### src/rtl/rvcpu_pkg.sv
// rvcpu_pkg: shared types, constants and helper functions for the rvcpu
// memory stage.
//
// Contents:
//   data_t / addr_t       32-bit data and address words
//   mem_op_t              access size/sign code carried in op[2:0]
//   mem_state_t           memory-stage FSM states (IDLE, REQ, WAIT)
//   MEM_STORE_BIT         bit of op that marks a store
//   stage_ex_t            execute -> memory payload (75 bits)
//   stage_mem_t           memory -> writeback payload (38 bits)
//   mem_be / mem_wdata    store byte enables and lane-replicated store data
//   mem_rdata             load lane extraction with sign/zero extension
//   mem_misaligned        natural-alignment test used by the optional trap
package rvcpu_pkg;

    localparam int XLEN = 32;

    typedef logic [XLEN-1:0] data_t;
    typedef logic [XLEN-1:0] addr_t;

    // Codes 010, 110 and 111 are unassigned and behave as a word access.
    typedef enum logic [2:0] {
        MEM_B  = 3'b000,
        MEM_H  = 3'b001,
        MEM_W  = 3'b011,
        MEM_BU = 3'b100,
        MEM_HU = 3'b101
    } mem_op_t;

    typedef enum logic [1:0] {
        IDLE = 2'd0,
        REQ  = 2'd1,
        WAIT = 2'd2
    } mem_state_t;

    localparam int MEM_STORE_BIT = 3;

    typedef struct packed {
        logic       is_mem;
        logic [3:0] op;
        logic [4:0] rd;
        logic       rd_valid;
        addr_t      addr;
        data_t      data;
    } stage_ex_t;

    typedef struct packed {
        logic [4:0] rd;
        logic       rd_valid;
        data_t      rd_data;
    } stage_mem_t;

    function automatic logic [3:0] mem_be(mem_op_t op, logic [1:0] lane);
        logic [3:0] be;
        case (op)
            MEM_B, MEM_BU: be = 4'b0001 << lane;
            MEM_H, MEM_HU: be = 4'b0011 << {lane[1], 1'b0};
            default:       be = 4'b1111;
        endcase
        return be;
    endfunction

    function automatic data_t mem_wdata(mem_op_t op, data_t d);
        data_t w;
        case (op)
            MEM_B, MEM_BU: w = {4{d[7:0]}};
            MEM_H, MEM_HU: w = {2{d[15:0]}};
            default:       w = d;
        endcase
        return w;
    endfunction

    function automatic data_t mem_rdata(mem_op_t op, logic [1:0] lane, data_t word);
        logic [7:0]  b;
        logic [15:0] h;
        data_t       r;
        b = word[{lane, 3'b000} +: 8];
        h = lane[1] ? word[31:16] : word[15:0];
        case (op)
            MEM_B:   r = {{24{b[7]}}, b};
            MEM_BU:  r = {24'h000000, b};
            MEM_H:   r = {{16{h[15]}}, h};
            MEM_HU:  r = {16'h0000, h};
            default: r = word;
        endcase
        return r;
    endfunction

    function automatic logic mem_misaligned(mem_op_t op, logic [1:0] lane);
        logic m;
        case (op)
            MEM_B, MEM_BU: m = 1'b0;
            MEM_H, MEM_HU: m = lane[0];
            default:       m = (lane != 2'b00);
        endcase
        return m;
    endfunction

endpackage

### src/rtl/rv_mem_stage_align.sv
// rv_mem_align: purely combinational lane logic for the data bus.
// Request side turns an access code + low address bits + store operand into
// byte enables and lane-replicated write data. Response side extracts and
// extends the addressed lane of a returned load word. The two sides have
// independent inputs so a new request can be formed in the same cycle an
// older load response is being extracted.
//
// Ports:
//   req_op, req_lane, st_data   request access code, addr[1:0], store operand
//   be, wdata                   byte enables and lane-shifted store data
//   rsp_op, rsp_lane, ld_word   response access code, addr[1:0], bus word
//   ld_data                     aligned, extended load result
module rv_mem_align
    import rvcpu_pkg::*;
(
    input  mem_op_t    req_op,
    input  logic [1:0] req_lane,
    input  data_t      st_data,
    output logic [3:0] be,
    output data_t      wdata,
    input  mem_op_t    rsp_op,
    input  logic [1:0] rsp_lane,
    input  data_t      ld_word,
    output data_t      ld_data
);

    assign be      = mem_be(req_op, req_lane);
    assign wdata   = mem_wdata(req_op, st_data);
    assign ld_data = mem_rdata(rsp_op, rsp_lane, ld_word);

endmodule

### src/rtl/rv_mem_stage.sv
// rv_mem_stage: memory pipeline stage. Accepts stage_ex_t words from execute,
// runs data-bus accesses (req/gnt address phase, rvalid load response) and
// emits one registered stage_mem_t pulse per instruction to writeback.
//
// Optional feature macro: RVCPU_MISALIGN_TRAP_EN. When defined, misaligned
// h/hu/w accesses never reach the bus; they complete after one cycle with
// mem_valid and the extra misalign output pulsing together, rd_valid=0.
//
// Handshake: a word moves from execute when ex_valid & ex_ready are both high
// at a rising clk edge; ex_valid may not depend on ex_ready. Writeback always
// accepts, so mem_valid is a one-cycle pulse. On the bus, dbus_req and all
// dbus_* request fields stay stable until the cycle dbus_gnt is high.
//
// Ports:
//   clk, rst           clock, asynchronous active-high reset
//   ex_valid/ex_i      incoming instruction, ex_ready accepts it
//   mem_valid/mem_o    registered result pulse for writeback
//   misalign           (macro only) misaligned-access pulse
//   dbus_*             data-bus initiator interface
//   dbg_state          current FSM state, for observation only
module rv_mem_stage
    import rvcpu_pkg::*;
#(
    parameter int Width           = 32,
    parameter int ALLOW_BACK2BACK = 1
) (
    input  logic             clk,
    input  logic             rst,
    input  logic             ex_valid,
    input  stage_ex_t        ex_i,
    output logic             ex_ready,
    output logic             mem_valid,
    output stage_mem_t       mem_o,
`ifdef RVCPU_MISALIGN_TRAP_EN
    output logic             misalign,
`endif
    output logic             dbus_req,
    output logic             dbus_we,
    output logic [Width-1:0] dbus_addr,
    output logic [3:0]       dbus_be,
    output logic [Width-1:0] dbus_wdata,
    input  logic             dbus_gnt,
    input  logic             dbus_rvalid,
    input  logic [Width-1:0] dbus_rdata,
    output mem_state_t       dbg_state
);

    mem_state_t state_q, state_d;
    logic       dbus_req_q, dbus_req_d;
    logic       dbus_we_q, dbus_we_d;
    data_t      dbus_addr_q, dbus_addr_d;
    logic [3:0] dbus_be_q, dbus_be_d;
    data_t      dbus_wdata_q, dbus_wdata_d;
    mem_op_t    op_q, op_d;
    logic [1:0] lane_q, lane_d;
    logic [4:0] rd_q, rd_d;
    logic       rd_valid_q, rd_valid_d;
    logic       mem_valid_q, mem_valid_d;
    stage_mem_t mem_o_q, mem_o_d;
    // A result accepted in a completion cycle cannot share the next output
    // slot with the completing access, so it waits here for one cycle.
    logic       pend_q, pend_d;
    stage_mem_t pend_o_q, pend_o_d;

    mem_op_t    ex_op;
    logic       ex_store;
    logic       mis_acc;
    logic       imm;
    stage_mem_t imm_o;
    logic       done_st, done_ld;
    logic       accept;
    logic [3:0] al_be;
    data_t      al_wdata, al_ld_data;

    assign ex_op    = mem_op_t'(ex_i.op[2:0]);
    assign ex_store = ex_i.op[MEM_STORE_BIT];

`ifdef RVCPU_MISALIGN_TRAP_EN
    logic misalign_q, misalign_d;
    logic pend_mis_q, pend_mis_d;
    assign mis_acc  = ex_i.is_mem && mem_misaligned(ex_op, ex_i.addr[1:0]);
    assign misalign = misalign_q;
`else
    assign mis_acc = 1'b0;
`endif

    rv_mem_align u_align (
        .req_op   (ex_op),
        .req_lane (ex_i.addr[1:0]),
        .st_data  (ex_i.data),
        .be       (al_be),
        .wdata    (al_wdata),
        .rsp_op   (op_q),
        .rsp_lane (lane_q),
        .ld_word  (dbus_rdata),
        .ld_data  (al_ld_data)
    );

    // Words that finish without touching the bus.
    assign imm           = !ex_i.is_mem || mis_acc;
    assign imm_o.rd      = ex_i.rd;
    assign imm_o.rd_valid = ex_i.is_mem ? 1'b0 : ex_i.rd_valid;
    assign imm_o.rd_data = ex_i.is_mem ? '0 : ex_i.data;

    assign done_st  = (state_q == REQ) && dbus_gnt && dbus_we_q;
    assign done_ld  = (state_q == WAIT) && dbus_rvalid;
    assign ex_ready = ((state_q == IDLE) && !pend_q) ||
                      ((ALLOW_BACK2BACK != 0) && (done_st || done_ld));
    assign accept   = ex_valid && ex_ready;

    always_comb begin
        state_d      = state_q;
        dbus_req_d   = dbus_req_q;
        dbus_we_d    = dbus_we_q;
        dbus_addr_d  = dbus_addr_q;
        dbus_be_d    = dbus_be_q;
        dbus_wdata_d = dbus_wdata_q;
        op_d         = op_q;
        lane_d       = lane_q;
        rd_d         = rd_q;
        rd_valid_d   = rd_valid_q;
        mem_valid_d  = 1'b0;
        mem_o_d      = mem_o_q;
        pend_d       = pend_q;
        pend_o_d     = pend_o_q;
`ifdef RVCPU_MISALIGN_TRAP_EN
        misalign_d   = 1'b0;
        pend_mis_d   = pend_mis_q;
`endif

        case (state_q)
            IDLE: begin
                if (pend_q) begin
                    mem_valid_d = 1'b1;
                    mem_o_d     = pend_o_q;
                    pend_d      = 1'b0;
`ifdef RVCPU_MISALIGN_TRAP_EN
                    misalign_d  = pend_mis_q;
`endif
                end
            end
            REQ: begin
                if (dbus_gnt) begin
                    dbus_req_d = 1'b0;
                    if (dbus_we_q) begin
                        mem_valid_d = 1'b1;
                        mem_o_d     = '{rd: rd_q, rd_valid: 1'b0, rd_data: '0};
                        state_d     = IDLE;
                    end else begin
                        state_d = WAIT;
                    end
                end
            end
            WAIT: begin
                if (dbus_rvalid) begin
                    mem_valid_d = 1'b1;
                    mem_o_d     = '{rd: rd_q, rd_valid: rd_valid_q, rd_data: al_ld_data};
                    state_d     = IDLE;
                end
            end
            default: state_d = IDLE;
        endcase

        if (accept) begin
            if (imm) begin
                if (state_q == IDLE) begin
                    mem_valid_d = 1'b1;
                    mem_o_d     = imm_o;
`ifdef RVCPU_MISALIGN_TRAP_EN
                    misalign_d  = mis_acc;
`endif
                end else begin
                    pend_d   = 1'b1;
                    pend_o_d = imm_o;
`ifdef RVCPU_MISALIGN_TRAP_EN
                    pend_mis_d = mis_acc;
`endif
                end
            end else begin
                state_d      = REQ;
                dbus_req_d   = 1'b1;
                dbus_we_d    = ex_store;
                dbus_addr_d  = {ex_i.addr[31:2], 2'b00};
                dbus_be_d    = al_be;
                dbus_wdata_d = al_wdata;
                op_d         = ex_op;
                lane_d       = ex_i.addr[1:0];
                rd_d         = ex_i.rd;
                rd_valid_d   = ex_store ? 1'b0 : ex_i.rd_valid;
            end
        end
    end

    always_ff @(posedge clk or posedge rst) begin
        if (rst) begin
            state_q      <= IDLE;
            dbus_req_q   <= 1'b0;
            dbus_we_q    <= 1'b0;
            dbus_addr_q  <= '0;
            dbus_be_q    <= '0;
            dbus_wdata_q <= '0;
            op_q         <= MEM_B;
            lane_q       <= '0;
            rd_q         <= '0;
            rd_valid_q   <= 1'b0;
            mem_valid_q  <= 1'b0;
            mem_o_q      <= '0;
            pend_q       <= 1'b0;
            pend_o_q     <= '0;
`ifdef RVCPU_MISALIGN_TRAP_EN
            misalign_q   <= 1'b0;
            pend_mis_q   <= 1'b0;
`endif
        end else begin
            state_q      <= state_d;
            dbus_req_q   <= dbus_req_d;
            dbus_we_q    <= dbus_we_d;
            dbus_addr_q  <= dbus_addr_d;
            dbus_be_q    <= dbus_be_d;
            dbus_wdata_q <= dbus_wdata_d;
            op_q         <= op_d;
            lane_q       <= lane_d;
            rd_q         <= rd_d;
            rd_valid_q   <= rd_valid_d;
            mem_valid_q  <= mem_valid_d;
            mem_o_q      <= mem_o_d;
            pend_q       <= pend_d;
            pend_o_q     <= pend_o_d;
`ifdef RVCPU_MISALIGN_TRAP_EN
            misalign_q   <= misalign_d;
            pend_mis_q   <= pend_mis_d;
`endif
        end
    end

    assign mem_valid  = mem_valid_q;
    assign mem_o      = mem_o_q;
    assign dbus_req   = dbus_req_q;
    assign dbus_we    = dbus_we_q;
    assign dbus_addr  = dbus_addr_q;
    assign dbus_be    = dbus_be_q;
    assign dbus_wdata = dbus_wdata_q;
    assign dbg_state  = state_q;

    // A load response is only legal once the address phase has been granted.
    a_no_rvalid_in_req: assert property (@(posedge clk) disable iff (rst)
        !((state_q == REQ) && dbus_rvalid));

endmodule

### config.mk
export PLATFORM = sky130hd
export DESIGN_NAME = rv_mem_stage
export DESIGN_NICKNAME = d
export VERILOG_FILES = /design/src/rtl/rvcpu_pkg.sv /design/src/rtl/rv_mem_stage_align.sv /design/src/rtl/rv_mem_stage.sv
export SDC_FILE = /design/constraint.sdc
export NUM_CORES = 1
export LEC_CHECK = 0
export CAP_MARGIN = 20
export CORE_MARGIN = 2
export CORE_UTILIZATION = 52
export DETAILED_ROUTE_END_ITERATION = 8
export PLACE_DENSITY = 0.95
export SLEW_MARGIN = 0
export SYNTH_ARGS = -nofsm -noshare
export SYNTH_HDL_FRONTEND = slang
export SYNTH_SLANG_ARGS = --single-unit
### constraint.sdc
create_clock -name clk -period 12 [get_ports clk]
set_input_delay 2.4 -clock clk [delete_from_list [all_inputs] [get_ports clk]]
set_output_delay 2.4 -clock clk [all_outputs]
set_load 0.03 [all_outputs]
==> summary.md <==
| Metric | Value |
|---|---|
| Antenna cells | 0 |
| Met2 Use GR | 45.0% |
| Cell mode on critical path | clkdlybuf4s50_1 |
| Gr busiest metal | met2 |
| Post-CTS Setup Bufs | 0 |
| Worst Hold Slack | 480 ps |
| CP arrival | 4330 ps |
| CP Depth | 4 |
| Clk pwr share | approximately 17% |
| Pwr Density | 278 nW/um^2 |
| H-tree depth | 4 |
| Global-route wire length before repair | 35.5 mm |
| DRC viols | 0 |
| Sequential share of the synthesized area | between 50% and 60% |
| GR Util met1 | 37.9% |
| Die Area | 16000 sq um |
| RSZ-0062 raised after global routing | false |
| Vias in the first global route | 6396 |
| Compound-cell area share of the yosys netlist | 15.8% |
| Slew Viols, Final | 0 |
| Site Rows | 44 |
| CP Class | input pin to primary output |
| Status | finished clean |
| DR WL/cell | 22.0 um |
| Setup crit end kind | primary output |
| Largest family of logic cells by synthesized area | multiplexers |
| Clk_lat worst skew | 420 ps |
| Synth Warn # | 0 |
| Share of layout cells above drive strength 1 | 19.6% |
| P_leak | 4.37 nW |
| Initial antenna violation count | 1 |
| Ys async rst share | 100% |
| Clk slew on worst S/H paths | 60 ps |
| Pint | 1.76 mW |
| Pwr Total | 2.93 mW |
| Tmin final | 6730 ps |
| TNS Setup | 0 ps |
| Maxcap violations | 0 |
| CTS Root Cell | clkbuf_16 |
| Worst Hold Class | register to register |
| Largest net degree at the start of global routing | 87 |
| Post-synthesis simple-gate area fraction | 6.44% |
| Actual slew at the worst max-slew pin | 1080 ps |
| Post-Route Skew | 4.34 ps |
| Fin area | about 11000 sq um |
| Die width | around 130 um |
| Synthesized flop and latch total | 159 |
| CTS Buf Count | 17 |
| Psw | 1.17 mW |
| Placed cell count | 999 |
| Max stage delay on crit path | 650 ps |
| # IOs | 224 |
| RePlAce Congestion | 0.896 |
| Required time worst endpoint | 9600 ps |
| Commonest non-fill, non-tap cell in the layout | clkdlybuf4s50_1 |
| Setup Viol. Count Final | 0 |
| Area growth syn-to-layout | 35.2% |
| Final #Nets | approximately 950 |
| Max Freq | roughly 150 MHz |
| Met3 Use GR | 9.15% |
| Cts-stage hold buffer count | 0 |
| CTS tree | yes |
| Core area | roughly 15000 sq um |
| I/O Buffers | 221 |
| Via Count | roughly 6300 |
| Comb pwr share | 49.3% |
| All-Layer GR Usage | 28.9% |
| Clock Sinks | between 150 and 200 |
| Synth cell types | 60 |
| Post-DP Area | between 9000 and 10000 sq um |
| CP cell instances | clkdlybuf4s50_1 -> and4b_1 -> or2_2 -> clkdlybuf4s50_1 |
| Routed WL | roughly 23 mm |
| Synth Area in Adders | 0% |
| Setup crit start kind | input pin |
| Fin. Hold Viols | 0 |
| DP HPWL | 15.4 mm |
| Synth Instances | between 600 and 700 |
| DR vias/cell | between 6 and 7 |
| Mux contribution to synthesized area | 21.8% |
| Post-route insts no fill | 1029 |
| Worst path top cell family by delay | buffers and inverters |
| CP bufs+invs | 2 |
| Worst vdd ir | 167 uV |
| Post-synth EDFFs | 0 |
| Hold Path Stages | 2 |
| Clock tree buffer depth | 2 |
| Period utilization | 56.1% |
| 1st-pass router iterations | 6 |
| Synth Cell Area | 7790 sq um |
| Worst rel slew slack | 27.9% |
| Most frequent cells in the layout | clkdlybuf4s50_1, dfrtp_1, mux2_2 |
| Sw Ratio | about two fifths |
| 1st-iter DRT viols | 630 |
| Synthesized area per cell | 12.3 sq um |
| Die span in y | 126 um |
| R2R cell count | 4 |
| Primary FF master, synth | dfrtp_1 |
| Sequential cell fraction of total power | roughly 34% |
| Routed Antenna Nets | 0 |
| PostCTS Resize Cnt | 0 |
| Initial Util | 53.4% |
| Crit path max fanout | 10 |
| Grt total ovfl | 0 |
| Post-Synth XOR/XNOR Area | 0% |
| CP max-delay cell | clkdlybuf4s50_1 |
[worst paths after layout]
path | startpoint | to | slack [ps]
max | dbus_gnt | ex_ready | 5270
min | dbus_req$_DFF_PP0_ | dbus_req$_DFF_PP0_ | 480
max reg2reg | dbg_state[1]$_DFF_PP0_ | dbus_wdata[31]$_DFFE_PP0P_ | 9260
min reg2reg | dbus_req$_DFF_PP0_ | dbus_req$_DFF_PP0_ | 480
max in group asynchronous | rst | mem_o[14]$_DFF_PP0_ | 8100
min in group asynchronous | rst | dbus_wdata[1]$_DFFE_PP0P_ | 2500
[power groups by stage]
stage          Sequential, mW  Combinational (mW)  Clock (mW)
2_1_floorplan            1.30               0.575           0
3_3_place_gp            0.969                1.41           0
3_5_place_dp            0.986                1.44           0
4_1_cts                 0.982                1.45       0.504
5_1_grt                  1.02                1.53       0.530
6_report                0.987                1.45       0.498
[synthesized netlist by cell type, drive strengths merged, types with 4 or more instances]
cell     count  area (sq um)
o221ai       6          58.8
o211ai      17           183
o22ai        7          43.8
inv         13          48.8
nand2b       7          43.8
o21a         5          37.5
buf         38           280
a222oi      17           170
o2bb2ai      4          35.0
o32a         4          40.0
nand2       38           143
clkbuf      11          41.3
nor2        35           148
mux2       134          1510
o21ai       31           155
nor2b        8          50.1
mux2i       17           170
a21oi       21           120
a211oi       4          30.0
a221oi      18           158
o22a         6          52.6
dfrtp      159          3980
[worst reg2reg max path: stages (launching register included)]
cell and delay (ps):
dfrtp_1 630, and4b_1 430, o211ai_4 240, buf_4 790, mux2_2 540
[through the flow]
step	setup WS [ps]	utilization (%)
after floorplan	5310	-
after global placement	5320	68.5
after detailed placement	5280	68.5
after CTS	5280	72.2
after global routing	5190	72.2
final	5270	72.2
[registers in the layout (all words and copies together) (netlist names)]
register,count
lane_q,2
dbg_state,2
op_q,3
dbus_addr,30
dbus_wdata,32
mem_o,38
rd_q,5
rd_valid_q,1
dbus_we,1
mem_valid,1
pend_q,1
dbus_req,1
dbus_be,4
pend_o_q,38
[final cells by class]
class                      count  area [sq um]
fill                         981          4060
sequential                   159          3980
multi-input combinational    415          3470
timing repair buffer         228          2260
clock buffer                  25           505
tap                          184           230
inverter                      13          53.8
clock inverter                 5          31.3
[metal layers]
metal / wire [um] / share of wire, % / vias up
met5: 0 / 0 / -
met4: 656 / 2.9 / 0
met3: 2270 / 10 / 50
met2: 10600 / 47 / 333
met1: 9040 / 40 / 3117
li1: - / - / 2779
[kinds of logic (layout without fill, tap and decap cells)]
family / count (synthesis) / count (layout)
DFF: 159 / 159
AOI/OAI and AO/OA: 157 / 157
muxes: 152 / 152
and+or+nand+nor: 104 / 104
buffers and inverters: 62 / 271
other: 1 / 2
Note: power is estimated with default switching activity, not from simulation.
==> variant 1: new RTL, same flow settings <==
Take the reset off `rd_q` and load it in a clocked block of its own.
--- a/src/rtl/rv_mem_stage.sv
+++ b/src/rtl/rv_mem_stage.sv
@@ -203,3 +203,2 @@
             lane_q       <= '0;
-            rd_q         <= '0;
             rd_valid_q   <= 1'b0;
@@ -222,3 +221,2 @@
             lane_q       <= lane_d;
-            rd_q         <= rd_d;
             rd_valid_q   <= rd_valid_d;
@@ -233,2 +231,6 @@
         end
+    end
+
+    always_ff @(posedge clk) begin
+        rd_q <= rd_d;
     end
Function: no difference found for any inputs over 4 cycles, from zero or initial values and one cycle with rst high; that may be too few to reach the edited logic, so the function may still have changed.
==> variant 1 against the unedited design <==
- sequential cell count unchanged
- critical path depth unchanged
- setup slack better by 0.12 ns
- sequential share of layout area up 0.21 points
- final area about the same
- routed wire length down 0.91%
- power down 0.20%
- die area down 1.6%
- area after synthesis down 1.7%
- register-to-register slack worse by 0.47 ns
- critical path type unchanged
- largest cell class unchanged
==> variant 1: results (changes against the unedited design) <==
{| class="wikitable"
! Metric !! Value
|-
| Share of flip-flops with an asynchronous set or reset after synthesis || 96.9% (was 100%)
|-
| Number of different library cells in the post-synthesis netlist || 53 (was 60)
|-
| WHS || 0.504 ns (was 0.480 ns)
|-
| Count of yosys warnings during synthesis || 0 (unchanged)
|-
| Clock transition at the register clock pins on the worst setup and hold paths after CTS || 0.05 ns
|-
| Number of antenna violations at the first check in global routing || 0 (was 1)
|-
| Avg Vias per Cell || 6.06 (was 6.10)
|-
| Fraction of final layout cells with drive strength greater than 1 || 21.4% (was 19.6%)
|-
| Metal3 WL || 2070 um (was 2270 um)
|-
| R2R Setup Slk || 8.79 ns (was 9.26 ns)
|-
| DRT Pass-1 Iters || 6 (unchanged)
|-
| Static leakage || 4.49 nW (was 4.37 nW)
|-
| Largest fanout on the critical path || 5 (was 10)
|-
| DRT met1 WL || 8850 um (was 9040 um)
|-
| Sw Pwr || 0.00112 W (was 0.00117 W)
|-
| Count of flip-flops with a built-in enable after synthesis || 5 (was 0)
|-
| Largest buffer count on any clock path || 2 (unchanged)
|-
| Critical path origin || dbus_gnt (unchanged)
|-
| Seq/Total Area, Yosys || 52.3% (was 51.1%)
|-
| Leading cell types by count after synthesis || dfrtp_1 (154), mux2_2 (84), mux2_4 (46), nand2_1 (36), nor2_1 (31) (was dfrtp_1 (159), mux2_2 (111), nand2_1 (38), nor2_1 (34), mux2_1 (23))
|-
| Worst Max-Slew Pin Slew || 1.17 ns (was 1.08 ns)
|-
| Via count of the first global-routing pass || 6099 (was 6396)
|-
| Routability congestion estimate || 0.880 (was 0.896)
|-
| Area contributors post-synth || dfrtp_1 (50%), mux2_2 (12%), mux2_4 (9.0%) (was dfrtp_1 (51%), mux2_2 (16%), mux2_1 (3.3%))
|-
| WP data arrival || 4.21 ns (was 4.33 ns)
|-
| Pin count of the biggest net entering global routing || 79 (was 87)
|-
| WL/cell || 22.4 um (was 22.0 um)
|-
| Wire length on met2 || 10700 um (was 10600 um)
|-
| End of the worst register-to-register path || dbus_wdata[29] (was dbus_wdata[31])
|-
| Final-stage net count || 916 (was 946)
|-
| Detailed Place HPWL || 15100 um (was 15400 um)
|-
| Max layer used || met4 (unchanged)
|-
| Count of routing violations after the opening detailed-route iteration || 643 (was 630)
|-
| Termination of the worst setup path || ex_ready (unchanged)
|-
| Wire length of the first global-routing pass || 34800 um (was 35500 um)
|-
| Post-cts sizing count || 0 (unchanged)
|-
| Count of buffers added by post-CTS timing repair for setup || 0 (unchanged)
|-
| Result of the run || finished clean (unchanged)
|-
| Final worst clock skew || 0.00739 ns (was 0.00434 ns)
|-
| Peak supply drop || 0.000136 V (was 0.000167 V)
|-
| Total routing usage reported by global routing || 28.7% (was 28.9%)
|}
==> variant 1: cell types whose count changed in the layout (fill, tap and decap cells not counted), sizes merged, moves of 5 or more <==
cell / delta
edfxtp: +5
o21ai: -9
a21oi: -5
o2111ai: +5
dfrtp: -5
o22a: -6
==> variant 1: logic make-up (layout without fill, tap and decap cells) <==
family	count (synthesis)	in the layout	synth area share (%)
multiplexers	151	151	24.3
other	1	2	0.0490
flip-flops	159	159	52.3
buffers and inverters	60	273	4.17
AO/OA/AOI/OAI	126	126	12.5
AND/OR/NAND/NOR	105	105	6.70
==> variant 1: power groups by stage <==
| stage | Combinational (W) | Sequential [W] | Clock (W) |
|---|---|---|---|
| 6_report | 0.00141 | 0.000977 | 0.000535 |
| 5_1_grt | 0.00148 | 0.00101 | 0.000565 |
| 4_1_cts | 0.00141 | 0.000972 | 0.000543 |
| 3_5_place_dp | 0.00140 | 0.000976 | 0 |
| 3_3_place_gp | 0.00138 | 0.000960 | 0 |
| 2_1_floorplan | 0.000539 | 0.00129 | 0 |
==> variant 1: cell type report <==
| cell class | instances | area, um2 |
|---|---|---|
| Inverter | 12 | 50.0 |
| Timing Repair Buffer | 230 | 2290 |
| Tap cell | 184 | 230 |
| Multi-Input combinational cell | 384 | 3380 |
| Clock buffer | 26 | 509 |
| Fill cell | 997 | 3940 |
| Clock inverter | 5 | 77.6 |
| Sequential cell | 159 | 4000 |
==> variant 1: worst min path at each step <==
| stage | from | end | cells past startpoint |
|---|---|---|---|
| after floorplan | pend_o_q[23] | pend_o_q[23] | 1 |
| after global placement | dbus_req | dbus_req | 2 |
| after detailed placement | dbus_addr[21] | dbus_addr[21] | 1 |
| after CTS | dbus_addr[21] | dbus_addr[21] | 1 |
| after global routing | dbus_addr[16] | dbus_addr[16] | 1 |
| final | pend_o_q[35] | pend_o_q[35] | 1 |
==> variant 1: worst max-delay path, stage by stage <==
cell and delay, ns:
clkdlybuf4s50_1 0.53, and4b_1 0.43, or2_2 0.18, clkdlybuf4s50_1 0.67
==> variant 1: through the flow <==
stage	util, %	total power [W]	std cells	setup slack [ns]	cell area, um2
floorplan	-	0.00183	603	5.45	7660
global placement	68.6	0.00234	968	5.41	9930
detailed placement	68.6	0.00238	968	5.38	9930
CTS	72.7	0.00293	999	5.38	10500
global route	72.8	0.00305	1000	5.33	10500
finish	72.8	0.00292	1000	5.39	10500
==> variant 1: metal layers <==
layer,up-vias,global-route usage [%]
met4,0,12.7
met5,-,0
met2,346,43.8
met3,61,7.87
met1,3006,38.6
li1,2650,-
==> variant 2: new RTL, config.mk and constraints unchanged <==
Made on the original files. The option `RVCPU_MISALIGN_TRAP_EN` is turned on by a define.
--- a/src/rtl/rv_mem_stage.sv
+++ b/src/rtl/rv_mem_stage.sv
@@ -20,2 +20,4 @@
 //   dbg_state          current FSM state, for observation only
+`define RVCPU_MISALIGN_TRAP_EN
+
 module rv_mem_stage
Check against the original RTL (old outputs only; new: misalign): not equivalent (Yosys sat finds a counterexample within 4 cycles, from zero or initial values and one cycle with rst high).
==> variant 2 against the unedited design <==
- die area down 1.6%
- routed wire length up 8.6%
- final area is 0.49% lower
- cell count increased by 17%
- fmax rose by 1.2%
- largest cell class unchanged
- power decreased by 18%
- setup slack improved by 0.080 ns
- area after synthesis is 1.7% lower
- sequential share of layout area up 0.66 points
- sequential cell count up 2
- synthesized cell count up 29%
- combinational power fell by 32%
- largest power group unchanged
==> variant 2: results (changes against the unedited design) <==
{| class="wikitable"
! Metric !! Value
|-
| Final worst clock skew || 0.00568 ns (was 0.00434 ns)
|-
| Count of routing violations after the opening detailed-route iteration || 1207 (was 630)
|-
| Leading cell types by count after synthesis || nand2_1 (222), dfrtp_1 (161), o21ai_0 (71), nand2b_1 (43), a21oi_1 (40) (was dfrtp_1 (159), mux2_2 (111), nand2_1 (38), nor2_1 (34), mux2_1 (23))
|-
| Compound-Gate Fraction of Synth Area || 18.3% (was 15.8%)
|-
| Total routing usage reported by global routing || 31.1% (was 28.9%)
|-
| Synth Instances || 817 (was 635)
|-
| Number of non-filler instances in the completed layout || 1200 (was 1029)
|-
| Instance count after placement with tap cells included || 1168 (was 999)
|-
| Pin count of the biggest net entering global routing || 98 (was 87)
|-
| Length in cells of the worst reg-to-reg path || 5 (was 4)
|-
| Via count of the first global-routing pass || 7177 (was 6396)
|-
| Detailed Place HPWL || 16600 um (was 15400 um)
|-
| Number of different library cells in the post-synthesis netlist || 49 (was 60)
|-
| Delay of the slowest cell on the worst path || 0.67 ns (was 0.65 ns)
|-
| Static leakage || 4.62 nW (was 4.37 nW)
|-
| R2R Setup Slk || 9.22 ns (was 9.26 ns)
|-
| End of the worst register-to-register path || dbus_wdata[12] (was dbus_wdata[31])
|-
| WP data arrival || 4.25 ns (was 4.33 ns)
|-
| Fraction of final layout cells with drive strength greater than 1 || 6.20% (was 19.6%)
|-
| Routability congestion estimate || 0.923 (was 0.896)
|-
| Share of cell area taken by muxes after synthesis || 5.52% (was 21.8%)
|-
| Wire length of the first global-routing pass || 38500 um (was 35500 um)
|-
| Worst Max-Slew Pin Slew || 0.993 ns (was 1.08 ns)
|-
| Largest fanout on the critical path || 8 (was 10)
|-
| WHS || 0.471 ns (was 0.480 ns)
|-
| Number of antenna violations at the first check in global routing || 0 (was 1)
|-
| Sum of routed wire length over all layers || 24500 um (was 22600 um)
|-
| Seq/Total Area, Yosys || 52.6% (was 51.1%)
|-
| Avg Vias per Cell || 6.10 (about the same)
|-
| Peak supply drop || 0.000121 V (was 0.000167 V)
|-
| Result of the run || finished clean (unchanged)
|}
variant 2: logic make-up (layout without fill, tap and decap cells):
kind of cell / count (synthesis) / after routing
and+or+nand+nor: 324 / 324
AOI/OAI and AO/OA: 214 / 214
DFF: 161 / 161
buffers and inverters: 76 / 274
muxes: 41 / 41
other: 1 / 2
variant 2: layout make-up:
cell class | instances | area [um2]
Clock buffer | 20 | 447
Inverter | 10 | 42.5
Sequential cell | 161 | 4030
Tap cell | 184 | 230
Multi-Input combinational cell | 581 | 3300
Clock inverter | 12 | 136
Timing Repair Buffer | 232 | 2300
Fill cell | 1018 | 4000
variant 2: per-stage QoR:
stage	setup WS, ns	total power [W]	area (um2)
final	5.35	0.00240	10500
after global routing	5.29	0.00251	10500
after CTS	5.39	0.00240	10500
after detailed placement	5.41	0.00186	9900
after global placement	5.41	0.00182	9900
after floorplan	5.25	0.00144	7660
variant 2: how the worst min path moves through the flow:
stage | startpoint | end | slack, ns | depth (start not counted)
global placement | dbus_addr[27] | dbus_addr[27] | 0.46 | 2
finish | dbus_addr[11] | dbus_addr[11] | 0.47 | 2
global route | dbus_addr[7] | dbus_addr[7] | 0.50 | 2
floorplan | rd_valid_q | rd_valid_q | 0.44 | 2
CTS | dbus_addr[6] | dbus_addr[6] | 0.48 | 2
detailed placement | dbus_addr[28] | dbus_addr[28] | 0.46 | 2
variant 2: report_power, final:
part | leakage (nW) | total [W] | internal, W | switching [W]
clock | 0.276 | 0.000535 | 0.000312 | 0.000222
sequential | 2.00 | 0.000889 | 0.000740 | 0.000149
combinational | 2.34 | 0.000979 | 0.000417 | 0.000562
variant 2: metal layers:
metal | vias to the layer above | track usage [%] | wire, um | share of wire (%)
met2 | 460 | 48.0 | 11400 | 46
li1 | 3229 | - | - | -
met3 | 79 | 9.76 | 2690 | 11
met4 | 0 | 13.2 | 953 | 3.9
met1 | 3549 | 41.0 | 9550 | 39
met5 | - | 0 | 0 | 0
variant 2: worst reg2reg max path, cell delays in order (launching register included):
cell      delay (ns)
dfrtp_1         0.62
nand4b_1        0.26
o31a_1          0.33
nand3b_1        0.33
buf_4           0.75
o21ai_0         0.33
